<file path="src/rtl/microwave_pkg.sv">
// Shared types, constants and BCD time helpers for the microwave countdown timer.
// Optional feature macro: MICROWAVE_TIMER_ADD30_EN (adds the +30 s helper).
package microwave_pkg;

    typedef logic [3:0] bcd_t;

    typedef struct packed {
        bcd_t min_tens;
        bcd_t min_ones;
        bcd_t sec_tens;
        bcd_t sec_ones;
    } mmss_t;

    localparam mmss_t MMSS_ZERO = '{min_tens: 4'd0, min_ones: 4'd0, sec_tens: 4'd0, sec_ones: 4'd0};
    localparam mmss_t MMSS_MAX  = '{min_tens: 4'd9, min_ones: 4'd9, sec_tens: 4'd9, sec_ones: 4'd9};

    // One-second decrement with borrow; seconds tens may legally exceed 5
    // after keypad entry, so only the borrow paths reload 59.
    function automatic mmss_t mmss_dec(input mmss_t t);
        mmss_t r;
        r = t;
        if (t.sec_ones != 4'd0) begin
            r.sec_ones = t.sec_ones - 4'd1;
        end else if (t.sec_tens != 4'd0) begin
            r.sec_tens = t.sec_tens - 4'd1;
            r.sec_ones = 4'd9;
        end else if (t.min_ones != 4'd0) begin
            r.min_ones = t.min_ones - 4'd1;
            r.sec_tens = 4'd5;
            r.sec_ones = 4'd9;
        end else if (t.min_tens != 4'd0) begin
            r.min_tens = t.min_tens - 4'd1;
            r.min_ones = 4'd9;
            r.sec_tens = 4'd5;
            r.sec_ones = 4'd9;
        end
        return r;
    endfunction

`ifdef MICROWAVE_TIMER_ADD30_EN
    // Add thirty seconds; seconds >= 30 carry into minutes, and a minute
    // overflow past 99 saturates the whole display to 99:99.
    function automatic mmss_t mmss_add30(input mmss_t t);
        mmss_t      r;
        logic [6:0] secs;
        logic [6:0] mins;
        secs = 7'(t.sec_tens) * 7'd10 + 7'(t.sec_ones);
        mins = 7'(t.min_tens) * 7'd10 + 7'(t.min_ones);
        if (secs < 7'd30) begin
            secs = secs + 7'd30;
        end else begin
            secs = secs - 7'd30;
            mins = mins + 7'd1;
        end
        if (mins > 7'd99) begin
            r = MMSS_MAX;
        end else begin
            r.min_tens = 4'(mins / 7'd10);
            r.min_ones = 4'(mins % 7'd10);
            r.sec_tens = 4'(secs / 7'd10);
            r.sec_ones = 4'(secs % 7'd10);
        end
        return r;
    endfunction
`endif

endpackage

</file>
<file path="src/rtl/microwave_tick_gen.sv">
// One-second prescaler: counts 0..TICK_DIV-1 while enabled and pulses tick
// on the last count. Holds while disabled so a paused run keeps its partial second.
module microwave_tick_gen #(
    parameter int TICK_DIV = 100
) (
    input  logic clk,
    input  logic reset,
    input  logic en,
    input  logic clr,
    input  logic hold,
    output logic tick
);
    localparam int CW = (TICK_DIV > 2) ? $clog2(TICK_DIV) : 1;
    localparam logic [CW-1:0] CNT_MAX = CW'(TICK_DIV - 1);

    logic [CW-1:0] cnt_q;
    logic [CW-1:0] cnt_d;

    assign tick = en && (cnt_q == CNT_MAX);

    // Next count: clear wins, hold only freezes the terminal count so the
    // pending tick is retaken on the following cycle.
    always_comb begin
        cnt_d = cnt_q;
        if (clr) begin
            cnt_d = '0;
        end else if (en) begin
            if (cnt_q == CNT_MAX) begin
                if (!hold) begin
                    cnt_d = '0;
                end
            end else begin
                cnt_d = cnt_q + CW'(1);
            end
        end
    end

    // Prescaler register.
    always_ff @(posedge clk) begin
        if (reset) begin
            cnt_q <= '0;
        end else begin
            cnt_q <= cnt_d;
        end
    end

endmodule

</file>
<file path="src/rtl/microwave_timer.sv">
// Microwave countdown timer: keypad digits shift into an MM:SS BCD register,
// which counts down once per second while mag is high. timer_done flags 00:00.
// Optional feature macro: MICROWAVE_TIMER_ADD30_EN adds the add30 strobe input.
module microwave_timer
    import microwave_pkg::*;
#(
    parameter int TICK_DIV = 100
) (
    input  logic       clk,
    input  logic       reset,
    input  logic       digit_valid,
    input  logic [3:0] digit,
    input  logic       clearn,
    input  logic       mag,
`ifdef MICROWAVE_TIMER_ADD30_EN
    input  logic       add30,
`endif
    output logic [3:0] min_tens,
    output logic [3:0] min_ones,
    output logic [3:0] sec_tens,
    output logic [3:0] sec_ones,
    output logic       timer_done
);

    mmss_t time_q;
    mmss_t time_d;
    logic  tick;
    logic  entry_ok;
    logic  entry_take;
    logic  add_req;

`ifdef MICROWAVE_TIMER_ADD30_EN
    assign add_req = add30;
`else
    assign add_req = 1'b0;
`endif

    assign timer_done = (time_q == MMSS_ZERO);
    assign entry_ok   = !mag && digit_valid && (digit <= 4'd9);
    // Entry only lands when nothing of higher priority claims the cycle.
    assign entry_take = entry_ok && clearn && !add_req && !tick;

    microwave_tick_gen #(
        .TICK_DIV (TICK_DIV)
    ) u_tick_gen (
        .clk   (clk),
        .reset (reset),
        .en    (mag && !timer_done),
        .clr   (!clearn || entry_take || timer_done),
        .hold  (add_req),
        .tick  (tick)
    );

    // Next time value in priority order: clear, add30, tick, keypad entry.
    always_comb begin
        time_d = time_q;
        if (!clearn) begin
            time_d = MMSS_ZERO;
`ifdef MICROWAVE_TIMER_ADD30_EN
        end else if (add_req) begin
            time_d = mmss_add30(time_q);
`endif
        end else if (tick) begin
            time_d = mmss_dec(time_q);
        end else if (entry_ok) begin
            time_d.min_tens = time_q.min_ones;
            time_d.min_ones = time_q.sec_tens;
            time_d.sec_tens = time_q.sec_ones;
            time_d.sec_ones = digit;
        end
    end

    // Time register; reset zeroes it regardless of mag.
    always_ff @(posedge clk) begin
        if (reset) begin
            time_q <= MMSS_ZERO;
        end else begin
            time_q <= time_d;
        end
    end

    assign min_tens = time_q.min_tens;
    assign min_ones = time_q.min_ones;
    assign sec_tens = time_q.sec_tens;
    assign sec_ones = time_q.sec_ones;

endmodule

</file>
<file path="config.mk">
export PLATFORM = sky130hd
export DESIGN_NAME = microwave_timer
export DESIGN_NICKNAME = d
export VERILOG_FILES = /design/src/rtl/microwave_pkg.sv /design/src/rtl/microwave_tick_gen.sv /design/src/rtl/microwave_timer.sv
export SDC_FILE = /design/constraint.sdc
export NUM_CORES = 1
export LEC_CHECK = 0
export CAP_MARGIN = 40
export CORE_ASPECT_RATIO = 2
export CORE_UTILIZATION = 30
export CTS_CLUSTER_SIZE = 28
export DETAILED_ROUTE_END_ITERATION = 6
export GPL_TIMING_DRIVEN = 0
export PLACE_DENSITY = 0.61
export SLEW_MARGIN = 10
export SYNTH_ARGS = -nofsm -noshare
export SYNTH_HDL_FRONTEND = slang
export SYNTH_SLANG_ARGS = --single-unit
export TNS_END_PERCENT = 50
</file>
<file path="constraint.sdc">
create_clock -name clk -period 3.7 [get_ports clk]
set_clock_uncertainty 0.05 [all_clocks]
set_input_delay 0.555 -clock clk [delete_from_list [all_inputs] [get_ports clk]]
set_output_delay 0.555 -clock clk [all_outputs]
set_load 0.01 [all_outputs]
</file>
After elaboration in Yosys (flattened, before gate mapping) --
Cells that the tools add are included.
Storage, ports and cells: flip-flop bits (word level) 23, RAM bits 0, bits of input ports 9, latch bits 0, word-level logic and storage cells 54, ROM bits 0, memories 0, output and inout bits 17
Cells by class: shift-type cells 0, reduce and logical (&&, ||, !) cells 24, multiplexer cells 10, equality and inequality tests 8, bitwise logic cells 1, $add $sub $neg 5, $mul 0, div/mod/pow operators 0, $lt $le $gt $ge 1
Operators with widths (count):
- $mux 16 | 3
- $mux 12 | 2
- $logic_not 16->1 | 1
- $mux 8 | 2
- $reduce_bool 4->1 | 4
- $sub 4x1->4 const B | 4
- $mux 4 | 2
- $add 7x1->7 const B | 1
- $eq 7x7->1 const B | 1
- $mux 7 | 1
- $logic_and 1x1->1 | 6
- $ne 2x2->1 const B | 3
- $ne 5x1->1 const B | 1
- $reduce_and 5->1 | 1
- $le 4x4->1 const B | 1
- $logic_not 1->1 | 4
- $ne 4x1->1 const B | 1
- $reduce_and 4->1 | 1
- $reduce_or 2->1 | 2
- $ne 3x1->1 const B | 1
- $reduce_and 3->1 | 1
- $logic_or 1x1->1 | 2
- $ne 2x1->1 const B | 1
- $reduce_and 2->1 | 1
- 2 further kinds | 2

Longest topological paths before layout --
Gate-level depths: netlist (run 1).
depth after elaboration 9, mapped depth 9, gate-level depth less buffers 7

Modules after synthesis --
From an unflattened synthesis (run 1), not the netlist that was laid out.
Second synthesis, totals: cell total of the unflattened synthesis 189, area, all modules 1561.5 µm²
By module, submodules not included:
- microwave_timer | sequential area each 320.3 µm², area an instance 1174.9 µm², cells each 144, instances 1
- microwave_tick_gen | sequential area each 140.1 µm², area an instance 386.6 µm², cells each 45, instances 1

Worst setup path after synthesis (run 1) --
Ideal clock, no wire load.
path kind register -> output, start point reg time_q (netlist bit min_ones[0]), end point out timer_done, buffers on the path 3, slack 1461 ps, required time 3095 ps, arrival 1634 ps, stages on the path, launching flop included 6, cell sequence dfxtp_1 -> clkbuf_1 -> or4_1 -> nor4_4 -> buf_6 -> buf_6
On the way: longest elaborated chain between the ends 1
RTL lines:
- start: declaration | line microwave_timer.sv:25 | mmss_t time_q;
- start signal: assignment | line microwave_timer.sv:78 | time_q <= time_d;
- $logic_not 16->1 | line microwave_timer.sv:38 | assign timer_done = (time_q == MMSS_ZERO);
- end: declaration | line microwave_timer.sv:22 | output logic timer_done
No other way between the ends.

Worst setup path after layout (run 1) --
Ends and elaborated chain as after synthesis.

==> impl_summary.log, run 1 <==
INFO  metric status = finished, final reports clean
INFO  metric synth_cells = 164
INFO  metric synthesis.area = 1390 um2
INFO  metric vdd.ir_drop.worst = 0.000220 V
INFO  metric final_max_slew_viol_count = 0
INFO  metric cap_violations = 0
INFO  metric root_buffer = clkbuf_8
INFO  metric synth_enable_flop_cells = 0
INFO  metric tightest_slew = 554 ps
INFO  metric grt_util_met2 = 28.5%
INFO  metric grt.busiest_layer = met2
INFO  metric min_path_type = reg2reg
INFO  metric postCtsResizedCells = 0
INFO  metric start_util = 31.7%
INFO  metric synth_area_leaders = dfxtp_1 (33%), mux2i_1 (5.8%), nand2_1 (5.4%)
INFO  metric synth-seq-area-share = 33.1%
INFO  metric initialDrtViolationCount = 38
INFO  metric drt.antenna.violating_nets = 0
INFO  metric met1_usage = 17.3%
INFO  metric clk_transition_reported_paths = 90 ps
INFO  metric power_density = 265 nW/um2
INFO  metric cts.hold.buffers_added = 0
INFO  metric fp.coreArea = 4380 um2
INFO  metric placement_rows = 34
INFO  metric critPathRequiredTime = 3090 ps
INFO  metric worst_setup_slack_final = 464 ps
INFO  metric first_global_vias = 1,269
INFO  metric routed_wl = 3.65 mm
INFO  metric power_leakage = 0.556 nW
INFO  metric grtUsageMet3 = 1.87%
INFO  metric ys_top_cells_by_count = dfxtp_1 (23), nand2_1 (20), nor2_1 (11)
INFO  metric worst_setup_path_startpoint = min_ones[0]
INFO  metric final.min_clock_period = 3240 ps
INFO  metric cts-buffers-inserted = 3
INFO  metric setup_viol = 0
INFO  metric cts_buffer_depth = 2
INFO  metric register_bit_count_reported_by_yosys = 23
INFO  metric layout-drive-gt1-share = 7.81%
INFO  metric unrepaired_setup_endpoints_after_global_routing = no
INFO  metric post-route-drc-count = 0
INFO  metric synth.top_cell.area_share = 33.1%
INFO  metric postSynthNetCount = 176
INFO  metric preCtsSetupSlack = 765 ps
INFO  metric routed-via-count = 1,360
INFO  metric setup-tns-final = 0 ps
INFO  metric dieHeight = 98.3 um
INFO  metric grt_antenna_before_repair = 0
INFO  metric synth_top_area_cell = dfxtp_1
INFO  metric route.detailed.vias_per_inst = 5.53
INFO  metric timing.hold.ws = 452 ps
INFO  metric gp_routability_congestion = 0.852
INFO  metric area_growth_syn_to_layout = 25.4%
INFO  metric synth-warning-count = 0
INFO  metric worstSkewPairLatency = 270 ps
INFO  metric max_freq = 309 MHz
INFO  metric synth_async_sr_flop_share = 0%
INFO  metric yosysUniqueCellTypes = 47
INFO  metric die_width = 50.1 um
INFO  metric track_usage = 16.1%
INFO  metric report.power.total = 0.462 mW
INFO  metric critical_path_arrival = 2630 ps
INFO  metric first_pass_grt_wire_length = 6.05 mm
INFO  metric setup.worst_path.end_class = output port
INFO  metric setup.worst_path.start_class = register
INFO  metric dieArea = 4930 um2
INFO  metric top_level_ports = 26
INFO  metric place_hpwl = 2.78 mm
INFO  metric tritoncts = built
INFO  metric timing.max_slew.rel_slack = 62.8%
INFO  metric nets = 205
INFO  metric h-tree-depth = 1
INFO  metric clock-sinks = 23
INFO  metric io_buffer_count = 24
INFO  metric syn_area_per_cell = 8.48 um2
INFO  metric path_class = reg2out
INFO  metric overflow = 0
INFO  metric worstReg2RegStart = min_ones[0]
INFO  metric antenna_cells = 0
INFO  metric synthMostInstantiatedCell = dfxtp_1
INFO  metric pin_count_of_the_biggest_net_entering_global_routing = 13
INFO  metric cts_post_setup_buffers_inserted = 0
INFO  metric wire_per_inst = 14.8 um
INFO  metric timing.final.crit_share = 87.5%
INFO  metric synth-main-ff-cell = dfxtp_1
INFO  metric critical_path.max_fanout = 10
INFO  metric worstHoldStart = min_tens[3]
INFO  metric drt_first_pass_iters = 4
INFO  metric timing.final.hold_violations = 0
placed cells by master, fill, tap and decap left out, types with 2 or more instances in the layout:
cell type / instances
clkdlybuf4s50_1: 24
dfxtp_1: 23
nand2_1: 20
nor2_1: 11
nor3_1: 10
a21oi_1: 9
o22ai_1: 8
mux2i_1: 8
nand3_1: 6
clkbuf_1: 5
nor4_1: 4
o21a_1: 4
xnor2_1: 4
or4_1: 3
o21ai_0: 3
nor4b_1: 3
a31oi_1: 3
ha_1: 3
clkbuf_8: 3
or4_4: 2
buf_6: 2
inv_1: 2
buf_2: 2
nor2b_1: 2
nand2b_1: 2
o21ai_1: 2
or3_1: 2
cell families after synthesis:
group                      Yosys count  share of synthesized area (%)
xor gates and xnor gates             5                           3.15
buffers and inverters               12                           5.31
DFF                                 23                           33.1
AOI/OAI and AO/OA                   37                           18.8
adders and majority gates            3                           2.70
and+or+nand+nor                     76                           31.1
muxes                                8                           5.76
sequential cells by signal, indices dropped and copies added, names as in the netlist:
name,cells
sec_ones,4
sec_tens,4
min_ones,4
min_tens,4
u_tick_gen.cnt_q,7
power by group:
group          leakage, nW  switching, mW  internal, mW
Sequential           0.185        0.00148         0.248
Combinational        0.348         0.0263        0.0243
Clock               0.0228         0.0845        0.0771
final timing paths:
check / endpoint / slack (ps) / cells after the start
max: timer_done / 460 / 6
min: min_tens[3] / 450 / 2
max reg2reg: min_ones[2] / 1390 / 8
min reg2reg: min_tens[3] / 450 / 2
metrics by stage:
stage          std cells  utilization (%)  cell area (um2)
2_1_floorplan        164                -             1390
3_3_place_gp         242             38.7             1700
3_5_place_dp         242             38.7             1700
4_1_cts              246             39.8             1740
5_1_grt              246             39.8             1740
6_report             246             39.8             1740
layout make-up:
| class | count | area, um2 |
|---|---|---|
| fill | 465 | 2640 |
| multi-input combinational | 129 | 856 |
| sequential | 23 | 460 |
| timing repair buffer | 24 | 240 |
| tap | 54 | 67.6 |
| buffer | 10 | 66.3 |
| clock buffer | 4 | 45.0 |
| inverter | 2 | 7.51 |
critical path: stages, from the launching register on:
cell	delay, ps
dfxtp_1	310
clkbuf_1	200
or4_1	650
nor4_4	300
buf_6	200
buf_6	150
clkdlybuf4s50_1	540
layer usage:
layer / routed length, um / vias up
li1: - / 672
met1: 1510 / 637
met2: 1910 / 38
met3: 93 / 13
met4: 144 / 0
met5: 0 / -
(Power assumes the default switching activity.)
==> run 2: changes to the inputs <==
==> constraint.sdc (replaced) <==
create_clock -name clk -period 3.6 [get_ports clk]
set_clock_uncertainty 0.05 [all_clocks]
set_input_delay 0.54 -clock clk [delete_from_list [all_inputs] [get_ports clk]]
set_output_delay 0.54 -clock clk [all_outputs]
set_load 0.01 [all_outputs]
==> results of run 2 <==
Same layout as run 1 (identical final DEF). Status: finished, final reports clean.
Main changes from that run: setup slack after placement 765 ps -> 680 ps; setup slack after layout 464 ps -> 379 ps; register-to-register setup slack 1390 ps -> 1290 ps; total power 0.462 mW -> 0.475 mW; worst IR drop on VDD 0.000220 V -> 0.000226 V
==> run 3: changes to the inputs <==
--- a/config.mk
+++ b/config.mk
@@ -11,9 +11,10 @@
 export CTS_CLUSTER_SIZE = 28
 export DETAILED_ROUTE_END_ITERATION = 6
 export GPL_TIMING_DRIVEN = 0
-export PLACE_DENSITY = 0.61
+export PLACE_DENSITY = 0.6
 export SLEW_MARGIN = 10
 export SYNTH_ARGS = -nofsm -noshare
 export SYNTH_HDL_FRONTEND = slang
+export SYNTH_HIERARCHICAL = 1
 export SYNTH_SLANG_ARGS = --single-unit
 export TNS_END_PERCENT = 50
==> constraint.sdc (replaced) <==
create_clock -name clk -period 3.4 [get_ports clk]
set_clock_uncertainty 0.05 [all_clocks]
set_input_delay 0.51 -clock clk [delete_from_list [all_inputs] [get_ports clk]]
set_output_delay 0.51 -clock clk [all_outputs]
set_load 0.01 [all_outputs]
==> run 3 against run 2 <==
Net effect:
- worst setup slack worse by 200 ps
- critical endpoint is now sec_tens[1]
- clock-buffer cell count stayed put
- critical path depth is 6 higher
- largest power group unchanged
- global-route usage is 1.0 points higher
- non-clock buffer count is 1 higher
- first-iteration DRC count is 13% lower
- sequential share of layout area is 2.8 points lower
- combinational power is 25% higher
- via count is 14% higher
- synthesized cell count is 15% higher
- critical path type is now reg2reg
- design area is 12% higher
==> impl_summary.log, run 3 <==
INFO  metric status = finished, final reports clean
INFO  metric cp.buffers_inverters = 3
INFO  metric wire_per_inst = 15.6 um
INFO  metric worstSkewPairLatency = 260 ps
INFO  metric setup.worst_path.end_class = register
INFO  metric power_frac_clock = 33.5%
INFO  metric worst_setup_slack_final = 179 ps
INFO  metric final.fill_count = 523
INFO  metric synth_top_area_cell = dfxtp_1
INFO  metric critical_path_arrival = 3370 ps
INFO  metric first_pass_grt_wire_length = 7.26 mm
INFO  metric cts-buffers-inserted = 3
INFO  metric crit_path_max_incr_delay = 520 ps
INFO  metric timing.final.crit_share = 94.7%
INFO  metric timing.max_slew.rel_slack = 65.4%
INFO  metric timing.final.hold_violations = 0
INFO  metric io_buffer_count = 25
INFO  metric gp_routability_congestion = 0.789
INFO  metric power_density = 262 nW/um2
INFO  metric h-tree-depth = 1
INFO  metric timing.critical_path.max_delay_family = simple AND/OR/NAND/NOR gates
INFO  metric post-route-drc-count = 0
INFO  metric initialDrtViolationCount = 33
INFO  metric drt.antenna.violating_nets = 0
INFO  metric total_switching_power = 0.126 mW
INFO  metric share_comb_of_total_power = 12.7%
INFO  metric clk_transition_reported_paths = 80 ps
INFO  metric register_bit_count_reported_by_yosys = 23
INFO  metric seq_power_share = 53.8%
INFO  metric synth-warning-count = 6
INFO  metric number_of_flip_flops_under_the_largest_register_name = 7
INFO  metric root_buffer = clkbuf_8
INFO  metric yosysUniqueCellTypes = 57
INFO  metric routed-via-count = 1,544
INFO  metric die_width = 53.0 um
INFO  metric max_freq = 310 MHz
INFO  metric setup_viol = 0
INFO  metric routed_wl = 4.29 mm
INFO  metric drt_first_pass_iters = 4
INFO  metric layout-drive-gt1-share = 12.4%
INFO  metric power_leakage = 0.645 nW
INFO  metric tightest_slew = 518 ps
INFO  metric preCtsSetupSlack = -221 ps
INFO  metric vdd.ir_drop.worst = 0.000170 V
INFO  metric most_numerous_cell_on_the_critical_path = and2_2
INFO  metric finish.utilization = 39.3%
INFO  metric path_class = reg2reg
INFO  metric place_hpwl = 3.26 mm
INFO  metric final_cell_mix = clkdlybuf4s50_1 (25), dfxtp_1 (23), nand2_1 (17), nor2_1 (17), o21ai_0 (9)
INFO  metric synth_cells = 189
INFO  metric dieArea = 5520 um2
INFO  metric pin_count_of_the_biggest_net_entering_global_routing = 13
INFO  metric postSynthNetCount = 200
INFO  metric antenna_cells = 0
INFO  metric cap_violations = 0
INFO  metric ys_top_cells_by_count = dfxtp_1 (23), nor2_1 (18), nand2_1 (17)
INFO  metric cell_internal_pwr = 0.385 mW
INFO  metric timing.critical_path.cells = inv_1 -> ha_1 -> nor3b_4 -> nand4_1 -> and2_2 -> and2_2 -> clkbuf_2 -> nor4bb_1 -> and3_1 -> clkbuf_1 -> or4_1 -> a21oi_1
INFO  metric grt_antenna_before_repair = 0
INFO  metric setup.worst_path.start_class = register
INFO  metric synth-seq-area-share = 29.5%
INFO  metric synth-main-ff-cell = dfxtp_1
INFO  metric critical_path.max_fanout = 8
INFO  metric final.min_clock_period = 3220 ps
INFO  metric area_growth_syn_to_layout = 24.8%
INFO  metric switching_share = 24.7%
INFO  metric synthesis.area = 1560 um2
INFO  metric critPathRequiredTime = 3550 ps
INFO  metric start_util = 31.5%
INFO  metric synth_area_leaders = dfxtp_1 (29%), nor4_4 (5.4%), nor2_1 (4.3%)
INFO  metric top_level_ports = 26
INFO  metric nets = 230
INFO  metric min_path_type = reg2reg
INFO  metric clock-sinks = 23
INFO  metric cts_post_setup_buffers_inserted = 0
INFO  metric first_global_vias = 1,540
INFO  metric dieHeight = 104 um
INFO  metric overflow = 0
INFO  metric synth_async_sr_flop_share = 0%
INFO  metric cts.hold.buffers_added = 0
INFO  metric tritoncts = built
INFO  metric synthMostInstantiatedCell = dfxtp_1
INFO  metric final_max_slew_viol_count = 0
INFO  metric placement_rows = 36
INFO  metric synth.top_cell.area_share = 29.5%
INFO  metric fp.coreArea = 4950 um2
INFO  metric cpMaxStageDelayCell = or4_1
INFO  metric max_flop_register = u_tick_gen/cnt_q
INFO  metric route.detailed.vias_per_inst = 5.61
INFO  metric synth_enable_flop_cells = 0
INFO  metric cts_buffer_depth = 2
INFO  metric syn_area_per_cell = 8.26 um2
INFO  metric track_usage = 17.2%
INFO  metric layout.cells.most_common = clkdlybuf4s50_1
INFO  metric report.power.total = 0.511 mW
-- run 3: final timing paths --
| path | startpoint | endpoint | slack [ps] | depth (start not counted) |
|---|---|---|---|---|
| worst max-delay path | min_tens[0] | sec_tens[1] | 180 | 12 |
| worst min register to register | min_tens[1] | min_tens[1] | 440 | 2 |
| worst min-delay path | min_tens[1] | min_tens[1] | 440 | 2 |
| worst max register to register | min_tens[0] | sec_tens[1] | 180 | 12 |
-- run 3: timing repair --
action | CTS | global route
gates resized for setup | 2 | 6
endpoints found under the setup margin | 15 | 11
hold endpoints to repair | 0 | 0
-- run 3: stage by stage --
stage | std cells | area, um2 | hold WS [ps] | TNS [ps]
global placement | 271 | 1880 | 436 | -1480
CTS | 275 | 1940 | 454 | 0
floorplan | 189 | 1560 | 424 | 0
detailed placement | 271 | 1880 | 442 | -1500
global route | 275 | 1950 | 485 | -4.02
finish | 275 | 1950 | 445 | 0
-- run 3: final cells by class --
cell class | count | area [um2] | area share [%]
repair buffers | 25 | 250 | 12.8
plain buffers | 10 | 50.0 | 2.57
clock buffers | 4 | 45.0 | 2.31
multi-input cells | 149 | 1050 | 53.7
inverters | 7 | 26.3 | 1.35
well taps | 57 | 71.3 | 3.66
flip-flops and latches | 23 | 460 | 23.6
-- run 3: layer usage --
layer	global-route usage (%)	vias to the layer above	share of wire [%]
li1	-	769	-
met3	1.75	5	3.2
met1	19.0	737	39
met2	32.3	33	57
met5	0	-	0
met4	4.51	0	1.2
-- run 3: power groups by stage --
stage | sequential [mW] | combinational, mW | clock [mW]
2_1_floorplan | 0.281 | 0.0351 | 0
3_3_place_gp | 0.281 | 0.0634 | 0
3_5_place_dp | 0.281 | 0.0631 | 0
4_1_cts | 0.275 | 0.0638 | 0.180
5_1_grt | 0.275 | 0.0712 | 0.189
6_report | 0.275 | 0.0649 | 0.171
-- run 3: kinds of logic after synthesis --
family	after synthesis	share of synthesized area (%)
DFF	23	29.5
adders and majority gates	2	1.60
xor gates and xnor gates	2	1.12
and+or+nand+nor	83	32.5
other	1	0.240
AOI/OAI and AO/OA	55	26.4
buffers and inverters	17	4.81
muxes	6	3.85
-- run 3: tightest hold or removal path: stages, from the launching register on --
cell	delay (ps)
dfxtp_1	340
nand2_1	60
mux2i_1	60
